--- src/rtl/usb_boot_supervisor_if.sv ---
// ============================================================================
//  Module      : usb_boot_supervisor_if
//  Description : Signal bundle between the boot supervisor and its neighbours
//  Revision    : 1.0 - initial release
// ============================================================================
`default_nettype none

interface usb_boot_supervisor_if #(
    parameter int NUM_LEDS = 1
);
    logic [2*NUM_LEDS-1:0] led_mode;
    logic [NUM_LEDS-1:0]   led;
    logic                  sof_valid;
    logic                  host_wd_en;
    logic                  boot_req;
    logic                  host_timeout;
    logic                  boot_pending;
    logic                  boot;

    modport master (
        output led_mode, sof_valid, host_wd_en, boot_req,
        input  led, host_timeout, boot_pending, boot
    );

    modport slave (
        input  led_mode, sof_valid, host_wd_en, boot_req,
        output led, host_timeout, boot_pending, boot
    );
endinterface

`default_nettype wire

--- src/rtl/usb_boot_supervisor.sv ---
// ============================================================================
//  Module      : usb_boot_supervisor
//  Description : Status LEDs, USB host-presence watchdog and warm-boot sequencer
//  Revision    : 1.0 - initial release
// ============================================================================
`default_nettype none

module usb_boot_supervisor #(
    parameter int CLK_FREQ_HZ    = 48000000,
    parameter int PWM_BITS       = 8,
    parameter int NUM_LEDS       = 1,
    parameter int BLINK_MS       = 250,
    parameter int SOF_TIMEOUT_MS = 4000,
    parameter int BOOT_DELAY_MS  = 10
) (
    input  wire logic clk,
    input  wire logic reset,
    usb_boot_supervisor_if.slave bus
);

    localparam int DIV   = CLK_FREQ_HZ / 1000;
    localparam int DIV_W = (DIV > 1) ? $clog2(DIV) : 1;
    localparam int BL_W  = $clog2(BLINK_MS + 1);
    localparam int WD_W  = $clog2(SOF_TIMEOUT_MS + 1);
    localparam int DLY_W = $clog2(BOOT_DELAY_MS + 1);

    localparam logic [DIV_W-1:0] DIV_LAST  = DIV_W'(DIV - 1);
    localparam logic [BL_W-1:0]  BL_LAST   = BL_W'(BLINK_MS - 1);
    localparam logic [WD_W-1:0]  WD_LIMIT  = WD_W'(SOF_TIMEOUT_MS);
    localparam logic [DLY_W-1:0] DLY_LAST  = DLY_W'(BOOT_DELAY_MS - 1);

    localparam logic [1:0] S_IDLE  = 2'd0;
    localparam logic [1:0] S_ARMED = 2'd1;
    localparam logic [1:0] S_BOOT  = 2'd2;

    logic [DIV_W-1:0]    div_q;
    logic [PWM_BITS-1:0] pwm_q;
    logic [PWM_BITS-1:0] level_q;
    logic                dir_down_q;
    logic [BL_W-1:0]     blink_cnt_q;
    logic                phase_q;
    logic [WD_W-1:0]     wd_cnt_q, wd_cnt_d;
    logic                host_timeout_q;
    logic [NUM_LEDS-1:0] led_q, led_d;
    logic [1:0]          state_q, state_d;
    logic [DLY_W-1:0]    dly_q, dly_d;
    logic                abort_q, abort_d;
    logic                w_ms_tick;
    logic                w_breathe_on;
    logic                w_boot_pending;
    logic                w_boot;

    assign w_ms_tick    = (div_q == DIV_LAST);
    assign w_breathe_on = (level_q > pwm_q);

    // Timebase, PWM, triangle breathe level and blink phase
    always_ff @(posedge clk) begin
        if (reset) begin
            div_q       <= '0;
            pwm_q       <= '0;
            level_q     <= '0;
            dir_down_q  <= 1'b0;
            blink_cnt_q <= '0;
            phase_q     <= 1'b0;
        end else begin
            div_q <= w_ms_tick ? '0 : div_q + DIV_W'(1);
            pwm_q <= pwm_q + PWM_BITS'(1);
            if (w_ms_tick) begin
                if (!dir_down_q) begin
                    if (level_q == '1) dir_down_q <= 1'b1;
                    else               level_q    <= level_q + PWM_BITS'(1);
                end else begin
                    if (level_q == '0) dir_down_q <= 1'b0;
                    else               level_q    <= level_q - PWM_BITS'(1);
                end
                if (blink_cnt_q == BL_LAST) begin
                    blink_cnt_q <= '0;
                    phase_q     <= ~phase_q;
                end else begin
                    blink_cnt_q <= blink_cnt_q + BL_W'(1);
                end
            end
        end
    end

    for (genvar i = 0; i < NUM_LEDS; i++) begin : g_led
        assign led_d[i] = (bus.led_mode[2*i +: 2] == 2'd0) ? 1'b0 :
                          (bus.led_mode[2*i +: 2] == 2'd1) ? 1'b1 :
                          (bus.led_mode[2*i +: 2] == 2'd2) ? w_breathe_on :
                                                             phase_q;
    end

    // SOF has priority over both the ms increment and the threshold compare
    always_comb begin
        wd_cnt_d = wd_cnt_q;
        if (!bus.host_wd_en || bus.sof_valid)
            wd_cnt_d = '0;
        else if (w_ms_tick && (wd_cnt_q != WD_LIMIT))
            wd_cnt_d = wd_cnt_q + WD_W'(1);
    end

    always_ff @(posedge clk) begin
        if (reset) begin
            wd_cnt_q       <= '0;
            host_timeout_q <= 1'b0;
            led_q          <= '0;
        end else begin
            wd_cnt_q       <= wd_cnt_d;
            host_timeout_q <= (wd_cnt_d == WD_LIMIT);
            led_q          <= led_d;
        end
    end

    always_ff @(posedge clk) begin
        if (reset) begin
            state_q <= S_IDLE;
            dly_q   <= '0;
            abort_q <= 1'b0;
        end else begin
            state_q <= state_d;
            dly_q   <= dly_d;
            abort_q <= abort_d;
        end
    end

    // A bridge request makes the pending boot unconditional
    always_comb begin
        state_d = state_q;
        dly_d   = dly_q;
        abort_d = abort_q;
        case (state_q)
            S_IDLE: begin
                dly_d = '0;
                if (bus.boot_req) begin
                    state_d = S_ARMED;
                    abort_d = 1'b0;
                end else if (host_timeout_q) begin
                    state_d = S_ARMED;
                    abort_d = 1'b1;
                end
            end
            S_ARMED: begin
                if (w_ms_tick)    dly_d   = dly_q + DLY_W'(1);
                if (bus.boot_req) abort_d = 1'b0;
                if (w_ms_tick && (dly_q == DLY_LAST))
                    state_d = S_BOOT;
                else if (abort_q && !host_timeout_q && !bus.boot_req)
                    state_d = S_IDLE;
            end
            S_BOOT:  state_d = S_BOOT;
            default: state_d = S_IDLE;
        endcase
    end

    always_comb begin
        w_boot_pending = 1'b0;
        w_boot         = 1'b0;
        case (state_q)
            S_ARMED: w_boot_pending = 1'b1;
            S_BOOT:  w_boot         = 1'b1;
            default: ;
        endcase
    end

    assign bus.led          = led_q;
    assign bus.host_timeout = host_timeout_q;
    assign bus.boot_pending = w_boot_pending;
    assign bus.boot         = w_boot;

endmodule

`default_nettype wire

--- src/flat_wrapper.sv ---
// flat-port wrapper written by rule: the top's interface ports become plain ports
module usb_boot_supervisor_flat 
#(
    parameter int CLK_FREQ_HZ    = 48000000,
    parameter int PWM_BITS       = 8,
    parameter int NUM_LEDS       = 1,
    parameter int BLINK_MS       = 250,
    parameter int SOF_TIMEOUT_MS = 4000,
    parameter int BOOT_DELAY_MS  = 10
)
  (clk, reset, bus_led_mode, bus_sof_valid, bus_host_wd_en, bus_boot_req, bus_led, bus_host_timeout, bus_boot_pending, bus_boot);
  usb_boot_supervisor_if #(.NUM_LEDS(NUM_LEDS)) bus_i ();
  input  wire logic clk;
  input  wire logic reset;
  input wire logic [$bits(bus_i.led_mode)-1:0] bus_led_mode;
  input wire logic [$bits(bus_i.sof_valid)-1:0] bus_sof_valid;
  input wire logic [$bits(bus_i.host_wd_en)-1:0] bus_host_wd_en;
  input wire logic [$bits(bus_i.boot_req)-1:0] bus_boot_req;
  output wire logic [$bits(bus_i.led)-1:0] bus_led;
  output wire logic [$bits(bus_i.host_timeout)-1:0] bus_host_timeout;
  output wire logic [$bits(bus_i.boot_pending)-1:0] bus_boot_pending;
  output wire logic [$bits(bus_i.boot)-1:0] bus_boot;
  assign bus_i.led_mode = bus_led_mode;
  assign bus_i.sof_valid = bus_sof_valid;
  assign bus_i.host_wd_en = bus_host_wd_en;
  assign bus_i.boot_req = bus_boot_req;
  assign bus_led = bus_i.led;
  assign bus_host_timeout = bus_i.host_timeout;
  assign bus_boot_pending = bus_i.boot_pending;
  assign bus_boot = bus_i.boot;
  usb_boot_supervisor #(.CLK_FREQ_HZ(CLK_FREQ_HZ), .PWM_BITS(PWM_BITS), .NUM_LEDS(NUM_LEDS), .BLINK_MS(BLINK_MS), .SOF_TIMEOUT_MS(SOF_TIMEOUT_MS), .BOOT_DELAY_MS(BOOT_DELAY_MS)) u_core (.clk(clk), .reset(reset), .bus(bus_i));
endmodule
--- config.mk ---
export PLATFORM = sky130hd
export DESIGN_NAME = usb_boot_supervisor_flat
export DESIGN_NICKNAME = d
export VERILOG_FILES = /design/src/rtl/usb_boot_supervisor_if.sv /design/src/rtl/usb_boot_supervisor.sv /design/src/flat_wrapper.sv
export SDC_FILE = /design/constraint.sdc
export NUM_CORES = 1
export LEC_CHECK = 0
export CAP_MARGIN = 20
export CORE_UTILIZATION = 40
export CTS_CLUSTER_DIAMETER = 30
export DETAILED_ROUTE_END_ITERATION = 16
export PLACE_DENSITY = 0.67
export SETUP_SLACK_MARGIN = 0.05
export SLEW_MARGIN = 20
export SYNTH_ARGS = -nofsm -noshare
export SYNTH_HDL_FRONTEND = slang
export SYNTH_SLANG_ARGS = --single-unit
--- constraint.sdc ---
create_clock -name clk -period 5.8 [get_ports clk]
set_input_delay 1.74 -clock clk [delete_from_list [all_inputs] [get_ports clk]]
set_output_delay 1.74 -clock clk [all_outputs]
set_load 0.01 [all_outputs]
==> results of run 1 <==
area by class of cell:
class	instances	area share [%]
timing repair buffer	12	3.04
clock inverter	3	0.462
tap	105	3.47
sequential	63	33.3
multi-input combinational	314	53.4
clock buffer	12	4.36
inverter	20	1.98
layer usage:
| metal | wire length (µm) | vias up | share of wire (%) |
|---|---|---|---|
| met4 | 140 | 0 | 2.1 |
| met5 | 0 | - | 0 |
| met2 | 3210 | 38 | 48 |
| met1 | 3130 | 1285 | 47 |
| met3 | 195 | 15 | 2.9 |
| li1 | - | 1425 | - |
kinds of logic after synthesis:
| logic type | after synthesis |
|---|---|
| buf+inv | 32 |
| simple gates | 196 |
| fa+ha+maj | 23 |
| compound gates | 43 |
| flops | 63 |
| mux | 7 |
| xor+xnor | 45 |
worst max-delay path, delay by kind of cell (launching register included):
family	cells	cell delay, ps
flops	1	530
buf+inv	1	570
simple gates	1	240
synth_stat cells (2+ instances only):
| library cell | instances | area [µm²] |
|---|---|---|
| o211ai_1 | 2 | 15.0 |
| xor2_1 | 20 | 175 |
| dfxtp_1 | 63 | 1260 |
| nor4_1 | 5 | 31.3 |
| nand4b_1 | 2 | 17.5 |
| o21a_1 | 5 | 37.5 |
| nand2b_1 | 7 | 43.8 |
| a21oi_1 | 19 | 95.1 |
| and4_1 | 2 | 17.5 |
| nor2b_1 | 8 | 50.1 |
| mux2i_1 | 5 | 50.1 |
| nand3_1 | 18 | 90.1 |
| and3_1 | 7 | 43.8 |
| or4_1 | 5 | 37.5 |
| nor3_1 | 20 | 100 |
| clkbuf_1 | 10 | 37.5 |
| xnor2_1 | 25 | 219 |
| inv_1 | 20 | 75.1 |
| nand2_1 | 27 | 101 |
| ha_1 | 22 | 275 |
| nor2_1 | 69 | 259 |
| nand3b_1 | 2 | 15.0 |
| nand4_1 | 14 | 87.6 |
| o21ai_0 | 9 | 45.0 |
placed cells by master, fill, tap and decap left out, drive strengths merged, types with 5 or more instances in the layout:
cell type      Yosys  routed
o21ai              9       9
dfxtp             63      63
nor2b              8       8
xor2              20      20
inv               20      20
nor2              69      69
xnor2             25      25
nor3              21      21
mux2i              5       5
clkbuf            10      12
nand3             18      18
clkdlybuf4s50      0      10
ha                22      22
and3               7       7
a21oi             19      19
nor4               5       5
nand2             27      27
nand2b             7       7
nand4             14      14
or4                5       5
o21a               5       5
flip-flops by register name (all words and copies together) (netlist names):
register and count:
u_core.div_q 16, u_core.level_q 8, u_core.bus.led 1, u_core.abort_q 1, u_core.state_q 2, u_core.blink_cnt_q 8
u_core.wd_cnt_q 12, u_core.phase_q 1, u_core.dir_down_q 1, u_core.bus.host_timeout 1, u_core.dly_q 4, u_core.pwm_q 8
final timing paths:
kind / to / slack (ps) / depth (start not counted)
worst max-delay path: bus_boot / 2380 / 2
worst min-delay path: u_core.div_q[0]$_SDFF_PP0_ / 460 / 1
worst min register to register: u_core.div_q[0]$_SDFF_PP0_ / 460 / 1
worst max register to register: u_core.bus.host_timeout$_SDFF_PP0_ / 2910 / 7
power by group through the flow:
stage / combinational [mW] / sequential [mW] / clock (mW)
after floorplan: 0.0201 / 0.450 / 0
after global placement: 0.0302 / 0.451 / 0
after detailed placement: 0.0309 / 0.451 / 0
after CTS: 0.0312 / 0.441 / 0.366
after global routing: 0.0355 / 0.442 / 0.385
final: 0.0309 / 0.441 / 0.352
==> summary.txt, run 1 <==
Drt
  • Via density: roughly 5.2
  • Routed Antenna Nets: 0
  • Initial DRC count: roughly 110
  • WL final: about 6700 µm
  • Via Count: 2763
  • Residual DRC: 0
  • Average wire per standard cell: about 13 µm
  • Drt first pass iters: 4

Floorplan
  • Die width: ~94 µm
  • Row cnt: 33
  • CORE AREA: between 0.008 and 0.009 mm²
  • Initial Util: around 41%
  • Die Span Y: around 94 µm
  • Ports: 11
  • Total die area: ~0.009 mm²

CTS
  • Root Driver: clkbuf_8
  • Post CTS Setup Buffer Count: 0
  • Reg clk slew, reported paths: ~70 ps
  • Hold-fix buffers, CTS: 0
  • CTS tree: built
  • H-tree levels: 3
  • Worst skew pair latency: 340 ps
  • CTS Buf Count: 9
  • Clock Path Buffers: 2
  • CTS resizes: 0
  • Clock sinks: 63

Global routing
  • Largest net degree at the start of global routing: 33
  • Vias in the first global route: 2665
  • GRT Resource Usage Total: 16.6%
  • GRT Max-Usage Layer: met2
  • First-pass GRT wire length: approximately 12000 µm
  • GR met1 Demand/Resource: between 10% and 20%
  • Initial antenna violation count: 0
  • GR Layer Usage met3: between 5 and 6%
  • Total grt overflow: 0
  • Met2 GRT Util: 28.4%

Synth
  • #FFs+latches synth: between 60 and 70
  • Register area share after synthesis: between 30% and 40%
  • XOR/XNOR share of the synthesized area: ~12%
  • Simple-gate share of the synthesized area: 28.8%
  • Mean area per synthesized cell: approximately 8.3 µm²
  • Synth warn: 0
  • Adder-Cell Fraction of Synth Area: under 10%
  • Synth cell types: 47
  • Top FF cell, synth: dfxtp_1
  • Post-synthesis mux area share: between 2 and 2.5%
  • Synth Cell Area: ~0.0034 mm²
  • FFs w/ async S/R, synth: 0%
  • Largest family of logic cells by synthesized area: simple AND/OR/NAND/NOR gates
  • Compound-cell area share of the yosys netlist: about 8.1%
  • Post-synth EDFFs: 0
  • Syn Nets: around 440
  • Synth Instances: 409

Setup path
  • Crit. Startpoint: u_core.state_q[1]$_SDFFE_PP0P_
  • Kind of critical path: reg2out
  • CP max stage delay: ~570 ps
  • Worst path required time: 4060 ps
  • Startpoint Class: flip-flop
  • Slowest cell on crit path: clkdlybuf4s50_1
  • CP Capture Type: output port
  • Worst path cell trace: nor2b_1, clkdlybuf4s50_1
  • WP data arrival: ~1700 ps
  • CP max FO: 11
  • RR Startpoint: u_core.div_q[0]$_SDFF_PP0_

Placed design
  • Detailed placement HPWL: 4760 µm
  • DP Area: between 0.003 and 0.004 mm²
  • Placement Setup Slack: ~2500 ps
  • RD Place Congestion: 0.816
  • Cells after DPL: between 500 and 600
  • Port buffer count: 10

Cells and area
  • Multi-input logic area: 0.00202 mm²
  • Finished Cell Area: between 0.003 and 0.004 mm²
  • Core Util, Final: ~46%
  • Fillers: approximately 800
  • Layout Nets: between 400 and 500
  • Syn-to-layout area delta: 11.4%
  • Ratio of cells with drive above 1 in the final layout: around 5.2%
  • Non-Filler Instances: ~530
  • Storage element area: between 0.001 and 0.0015 mm²
  • Antenna cells: 0

Power and ir drop
  • Sequential Power Share: 53.5%
  • Combinational power share: under 10%
  • Clock share of power: 42.7%
  • Worst vdd ir: between 100 and 150 µV
  • Total design power: 0.825 mW
  • Pint: between 0.6 and 0.7 mW
  • Sw frac: a little under a quarter
  • P_leak: 1.34 nW
  • Switch Pwr: roughly 0.19 mW
  • Power Density: between 200 and 250 mW/mm²

Job
  • Max-Cap Viols: 0

Timing
  • Crit share post-route: about three fifths
  • Final min period: 3420 ps
  • Fmax: a little under 0.3 GHz
  • Fin. Hold Viols: 0
  • WHS: between 400 and 500 ps
  • RSZ-0062 raised after global routing: false
  • Final worst slack: approximately 2400 ps
  • Clk_skew: ~9.1 ps
  • Setup-failing EPs final: 0
  • Final Max Slew Viols: 0
  • Setup tns final: 0 ps
  • Worst slew margin: between 40% and 50%
  • Worst slew pin tran: 753 ps

Run status
  • Status: completed

Hold path
  • Hold Path Origin: u_core.div_q[0]$_SDFF_PP0_
  • Worst hold path type: reg2reg
Power figures use the tool's default switching activity.
==> run 2, diff against run 1 <==
Clock period 5.8 ns to 3.49 ns, I/O delays scaled along.
==> summary.txt, run 2 (same netlist as run 1, synthesis figures left out) <==
Drt
  • Average wire per standard cell: 12.6 µm (about the same)
  • Initial DRC count: 106 (unchanged)
  • Via density: 5.20 (-0.37%)
  • Drt first pass iters: 4 (unchanged)
  • Residual DRC: 0 (unchanged)
  • Via Count: 2758 (-0.18%)
  • Routed Antenna Nets: 0 (unchanged)
  • WL final: 6680 µm (about the same)

Global routing
  • Vias in the first global route: 2714 (+1.8%)
  • Initial antenna violation count: 0 (unchanged)
  • GRT Resource Usage Total: 17.1% (+0.45 points)
  • Largest net degree at the start of global routing: 32 (-3.0%)
  • Total grt overflow: 0 (unchanged)
  • First-pass GRT wire length: 12000 µm (+2.9%)

CTS
  • Clock sinks: 63 (unchanged)
  • Root Driver: clkbuf_8
  • Hold-fix buffers, CTS: 0 (unchanged)
  • Post CTS Setup Buffer Count: 0 (unchanged)
  • CTS tree: built
  • CTS Buf Count: 9 (unchanged)
  • H-tree levels: 3 (unchanged)
  • Reg clk slew, reported paths: 70 ps (about the same)
  • CTS resizes: 0 (unchanged)
  • Worst skew pair latency: 340 ps (about the same)
  • Clock Path Buffers: 2 (unchanged)

Timing
  • WHS: 439 ps (-16.6 ps)
  • Worst slew margin: 53.2% (+4.1 points)
  • Setup-failing EPs final: 0 (unchanged)
  • Final Max Slew Viols: 0 (unchanged)
  • Worst slew pin tran: 692 ps (-61.3 ps)
  • Crit share post-route: just under 80%
  • Final min period: approximately 2700 ps
  • RSZ-0062 raised after global routing: false
  • Fin. Hold Viols: 0 (unchanged)
  • Fmax: 0.369 GHz
  • Setup tns final: 0 ps (unchanged)
  • Clk_skew: 8.30 ps (-0.821 ps)

Power and ir drop
  • Worst vdd ir: 232 µV (+78%)
  • Power Density: 401 mW/mm² (+84%)
  • P_leak: 1.37 nW (+2.1%)

Setup path
  • Reg-to-reg slack, setup: 780 ps (-2130 ps)
  • CP max FO: 14 (+3)
  • CP Capture Type: flip-flop
  • Worst R2R Path Depth: 7 (unchanged)
  • FF-to-FF End: u_core.bus.host_timeout$_SDFF_PP0_
  • WP data arrival: 2940 ps (+1260 ps)
  • Startpoint Class: flip-flop
  • RR Startpoint: u_core.div_q[0]$_SDFF_PP0_
  • Kind of critical path: reg2reg
  • Worst path required time: 3720 ps (-340 ps)

Cells and area
  • Most frequent cells in the layout: nor2_1 (69), dfxtp_1 (63), nand2_1 (27), xnor2_1 (25), ha_1 (22)
  • Biggest regs: u_core.div_q: 16 flops, u_core.wd_cnt_q: 12 flops
  • Reg with most FFs: u_core.div_q
  • Layout Nets: 450 (unchanged)
  • Antenna cells: 0 (unchanged)
  • Multi-input logic area: 0.00202 mm² (unchanged)
  • Max reg flops: 16 (unchanged)
  • Commonest non-fill, non-tap cell in the layout: nor2_1
  • Syn-to-layout area delta: 13.2%
  • Storage element area: 0.00126 mm² (unchanged)
  • Ratio of cells with drive above 1 in the final layout: 5.18% (-0.012 points)
  • Fillers: 814 (+0.99%)

Floorplan
  • Row cnt: 33 (unchanged)
  • Initial Util: 41.4% (unchanged)
  • Die width: 94.2 µm (unchanged)
  • Die Span Y: 94.2 µm (unchanged)
  • CORE AREA: 0.00822 mm² (unchanged)
  • Total die area: 0.00887 mm² (unchanged)
  • Ports: 11 (unchanged)

Hold path
  • Worst hold path type: reg2reg
  • Worst hold stages: 1 (unchanged)
  • Hold Path Origin: u_core.div_q[0]$_SDFF_PP0_
  • Hold endpoint: u_core.div_q[0]$_SDFF_PP0_

Run status
  • Status: completed

Job
  • Max-Cap Viols: 0 (unchanged)

Placed design
  • RD Place Congestion: 0.896 (+9.8%)
  • Port buffer count: 10 (unchanged)
  • Detailed placement HPWL: 4760 µm (-0.17%)
-- run 2: worst max-delay path by stage --
stage               slack, ps                       start  cells after the start                            endpoint
global placement          830  u_core.div_q[0]$_SDFF_PP0_                      7  u_core.bus.host_timeout$_SDFF_PP0_
floorplan                1180  u_core.div_q[0]$_SDFF_PP0_                      8  u_core.bus.host_timeout$_SDFF_PP0_
detailed placement        780  u_core.div_q[0]$_SDFF_PP0_                      7  u_core.bus.host_timeout$_SDFF_PP0_
global route              570  u_core.div_q[0]$_SDFF_PP0_                      7  u_core.bus.host_timeout$_SDFF_PP0_
CTS                       770  u_core.div_q[0]$_SDFF_PP0_                      7  u_core.bus.host_timeout$_SDFF_PP0_
finish                    780  u_core.div_q[0]$_SDFF_PP0_                      7  u_core.bus.host_timeout$_SDFF_PP0_
-- run 2: metrics by stage --
step | utilization (%) | worst slack (ps) | cell area [µm²] | std cells | total power [mW]
6_report | 46.8 | 778 | 3850 | 530 | 1.54
3_3_place_gp | 43.9 | 826 | 3610 | 514 | 0.799
4_1_cts | 46.8 | 772 | 3850 | 530 | 1.56
2_1_floorplan | - | 1180 | 3400 | 409 | 0.781
3_5_place_dp | 43.9 | 781 | 3610 | 514 | 0.801
5_1_grt | 46.8 | 567 | 3850 | 530 | 1.61
-- run 2: critical path, stage by stage (launching register included) --
cell,delay (ps)
dfxtp_1,340
ha_1,230
nand4_1,170
or4_1,820
a41oi_4,390
mux2_2,370
nor3_1,220
nor3_2,50
-- run 2: final cells by class --
class,instances,area share [%]
clock buffers,14,4.75
multi-input cells,314,52.6
well taps,105,3.41
flip-flops and latches,63,32.8
repair buffers,12,2.99
inverters,20,1.95
clock inverters,2,1.56
-- run 2: routing by layer --
| layer | vias up | GRT usage [%] | share of wire [%] |
|---|---|---|---|
| met5 | - | 0 | 0 |
| met4 | 0 | 4.23 | 0.84 |
| met3 | 8 | 5.10 | 3.7 |
| met2 | 47 | 30.3 | 49 |
| met1 | 1281 | 19.8 | 47 |
| li1 | 1422 | - | - |
-- run 2: power by group --
| part | internal [mW] | total (mW) | switching, mW | leakage, nW |
|---|---|---|---|---|
| Combinational | 0.0244 | 0.0510 | 0.0266 | 0.740 |
| Clock | 0.481 | 0.759 | 0.278 | 0.123 |
| Sequential | 0.726 | 0.733 | 0.00715 | 0.509 |
==> run 3, diff against run 2 <==
Clock period 3.49 ns to 2.6 ns, I/O delays scaled along.
==> summary.txt, run 3 (same netlist as run 1, synthesis figures left out) <==
Cells and area
  • Most frequent cells in the layout: nor2_1 (69), dfxtp_1 (63), nand2_1 (27), xnor2_1 (25), ha_1 (22)
  • Max reg flops: 16 (unchanged)
  • Reg with most FFs: u_core.div_q
  • Storage element area: 0.00126 mm² (unchanged)
  • Fillers: 785 (-3.6%)
  • Antenna cells: 0 (unchanged)
  • Layout Nets: 456 (+1.3%)
  • Biggest regs: u_core.div_q: 16 flops, u_core.wd_cnt_q: 12 flops
  • Ratio of cells with drive above 1 in the final layout: 6.96% (+1.8 points)
  • Syn-to-layout area delta: 13.5%
  • Multi-input logic area: 0.00203 mm² (+0.19%)
  • Commonest non-fill, non-tap cell in the layout: nor2_1

Power and ir drop
  • P_leak: 1.38 nW (+0.64%)
  • Worst vdd ir: 247 µV (+6.4%)
  • Power Density: 503 mW/mm² (+25%)

Floorplan
  • Die width: 94.2 µm (unchanged)
  • Row cnt: 33 (unchanged)
  • CORE AREA: 0.00822 mm² (unchanged)
  • Die Span Y: 94.2 µm (unchanged)
  • Total die area: 0.00887 mm² (unchanged)
  • Ports: 11 (unchanged)
  • Initial Util: 41.4% (unchanged)

Timing
  • Crit share post-route: a little over nine tenths
  • Fmax: about 0.4 GHz
  • Final min period: about 2400 ps
  • Worst slew pin tran: 437 ps (-255 ps)
  • Setup tns final: 0 ps (unchanged)
  • Fin. Hold Viols: 0 (unchanged)
  • Final Max Slew Viols: 0 (unchanged)
  • Setup-failing EPs final: 0 (unchanged)
  • RSZ-0062 raised after global routing: false
  • Final worst slack: 166 ps (-612 ps)
  • Worst slew margin: 70.8% (+18 points)
  • Clk_skew: 14.0 ps (+5.74 ps)
  • WHS: 443 ps (+3.39 ps)

Placed design
  • Placement Setup Slack: 81.6 ps (-699 ps)
  • RD Place Congestion: 0.796 (-11%)
  • Detailed placement HPWL: 4890 µm (+2.9%)
  • Port buffer count: 10 (unchanged)

Drt
  • Via Count: 2811 (+1.9%)
  • Drt first pass iters: 4 (unchanged)
  • Average wire per standard cell: 12.7 µm (+1.1%)
  • WL final: 6830 µm (+2.2%)
  • Routed Antenna Nets: 0 (unchanged)
  • Initial DRC count: 88 (-17%)
  • Via density: 5.24 (+0.78%)
  • Residual DRC: 0 (unchanged)

Setup path
  • CP max stage delay: 550 ps (-270 ps)
  • Startpoint Class: flip-flop
  • FF-to-FF End: u_core.wd_cnt_q[11]$_SDFF_PP0_
  • Worst path cell trace: nor2b_1, clkdlybuf4s50_1
  • WP data arrival: 1650 ps (-1290 ps)
  • CP delay by family, top: buffers and inverters
  • Reg-to-reg slack, setup: 270 ps (-510 ps)
  • Slowest cell on crit path: clkdlybuf4s50_1
  • CP Capture Type: output port
  • Kind of critical path: reg2out
  • Worst path required time: 1820 ps (-1900 ps)
  • Worst R2R Path Depth: 7 (unchanged)
  • Bufs and invs on worst path: 1 (+1)
  • CP max FO: 11 (-3)
  • RR Startpoint: u_core.div_q[0]$_SDFF_PP0_

CTS
  • CTS tree: built
  • Worst skew pair latency: 350 ps (about the same)
  • Root Driver: clkbuf_8
  • Clock sinks: 63 (unchanged)
  • CTS Buf Count: 9 (unchanged)
  • Clock Path Buffers: 2 (unchanged)
  • Reg clk slew, reported paths: 80 ps (about the same)
  • H-tree levels: 3 (unchanged)
  • Post CTS Setup Buffer Count: 0 (unchanged)

Global routing
  • Initial antenna violation count: 0 (unchanged)
  • First-pass GRT wire length: 11900 µm (-0.34%)
  • GRT Resource Usage Total: 17.0% (-0.040 points)
  • Total grt overflow: 0 (unchanged)
  • Vias in the first global route: 2676 (-1.4%)
  • Largest net degree at the start of global routing: 32 (unchanged)

Hold path
  • Hold endpoint: u_core.div_q[0]$_SDFF_PP0_
  • Worst hold path type: reg2reg
  • Worst hold stages: 1 (unchanged)
  • Hold Path Origin: u_core.div_q[0]$_SDFF_PP0_

Run status
  • Status: completed

Job
  • Max-Cap Viols: 0 (unchanged)
==> run 3: cell count changes in the layout (fill, tap and decap cells not counted), moves of 2 or more <==
cell,delta
buf_4,+6
clkbuf_8,-3
inv_6,+2
clkinvlp_4,+2
==> run 3: area by class of cell <==
type	instances	share of cell area [%]
sequential	63	32.7
multi-input combinational	314	52.5
timing repair buffer	18	4.15
clock inverter	6	1.75
inverter	20	1.94
clock buffer	10	3.57
tap	105	3.40
==> run 3: timing repair <==
| action | 4_1_cts | 5_1_grt |
|---|---|---|
| setup endpoints to repair | 0 | 6 |
| hold buffers | 0 | 0 |
| gates resized for setup | 0 | 1 |
==> run 3: how the worst max path moves through the flow <==
stage | depth (start not counted) | startpoint | slack (ps) | endpoint
after detailed placement | 8 | u_core.div_q[0]$_SDFF_PP0_ | 80 | u_core.bus.host_timeout$_SDFF_PP0_
after global routing | 2 | u_core.state_q[1]$_SDFFE_PP0P_ | 70 | bus_boot
after CTS | 8 | u_core.div_q[0]$_SDFF_PP0_ | 50 | u_core.bus.host_timeout$_SDFF_PP0_
after global placement | 8 | u_core.div_q[0]$_SDFF_PP0_ | 140 | u_core.bus.host_timeout$_SDFF_PP0_
final | 2 | u_core.state_q[1]$_SDFFE_PP0P_ | 170 | bus_boot
after floorplan | 8 | u_core.div_q[0]$_SDFF_PP0_ | 290 | u_core.bus.host_timeout$_SDFF_PP0_
==> run 3: where the power goes <==
part	internal (mW)	switching [mW]	leakage, nW
registers	0.974	0.00867	0.509
logic	0.0340	0.0365	0.772
clock network	0.473	0.414	0.0993
==> run 3: routing by layer <==
layer	vias up	global-route usage (%)	routed length (µm)
li1	1438	-	-
met1	1296	21.3	3230
met5	-	0	0
met3	18	5.34	292
met2	59	26.9	3150
met4	0	6.79	153
==> run 3: through the flow <==
stage / std cells / cell area [µm²] / power [mW] / utilization, %
3_3_place_gp: 520 / 3650 / 1.07 / 44.4
3_5_place_dp: 520 / 3650 / 1.08 / 44.4
2_1_floorplan: 409 / 3400 / 1.05 / -
5_1_grt: 536 / 3860 / 2.02 / 47.0
4_1_cts: 536 / 3860 / 1.97 / 46.9
6_report: 536 / 3860 / 1.94 / 47.0
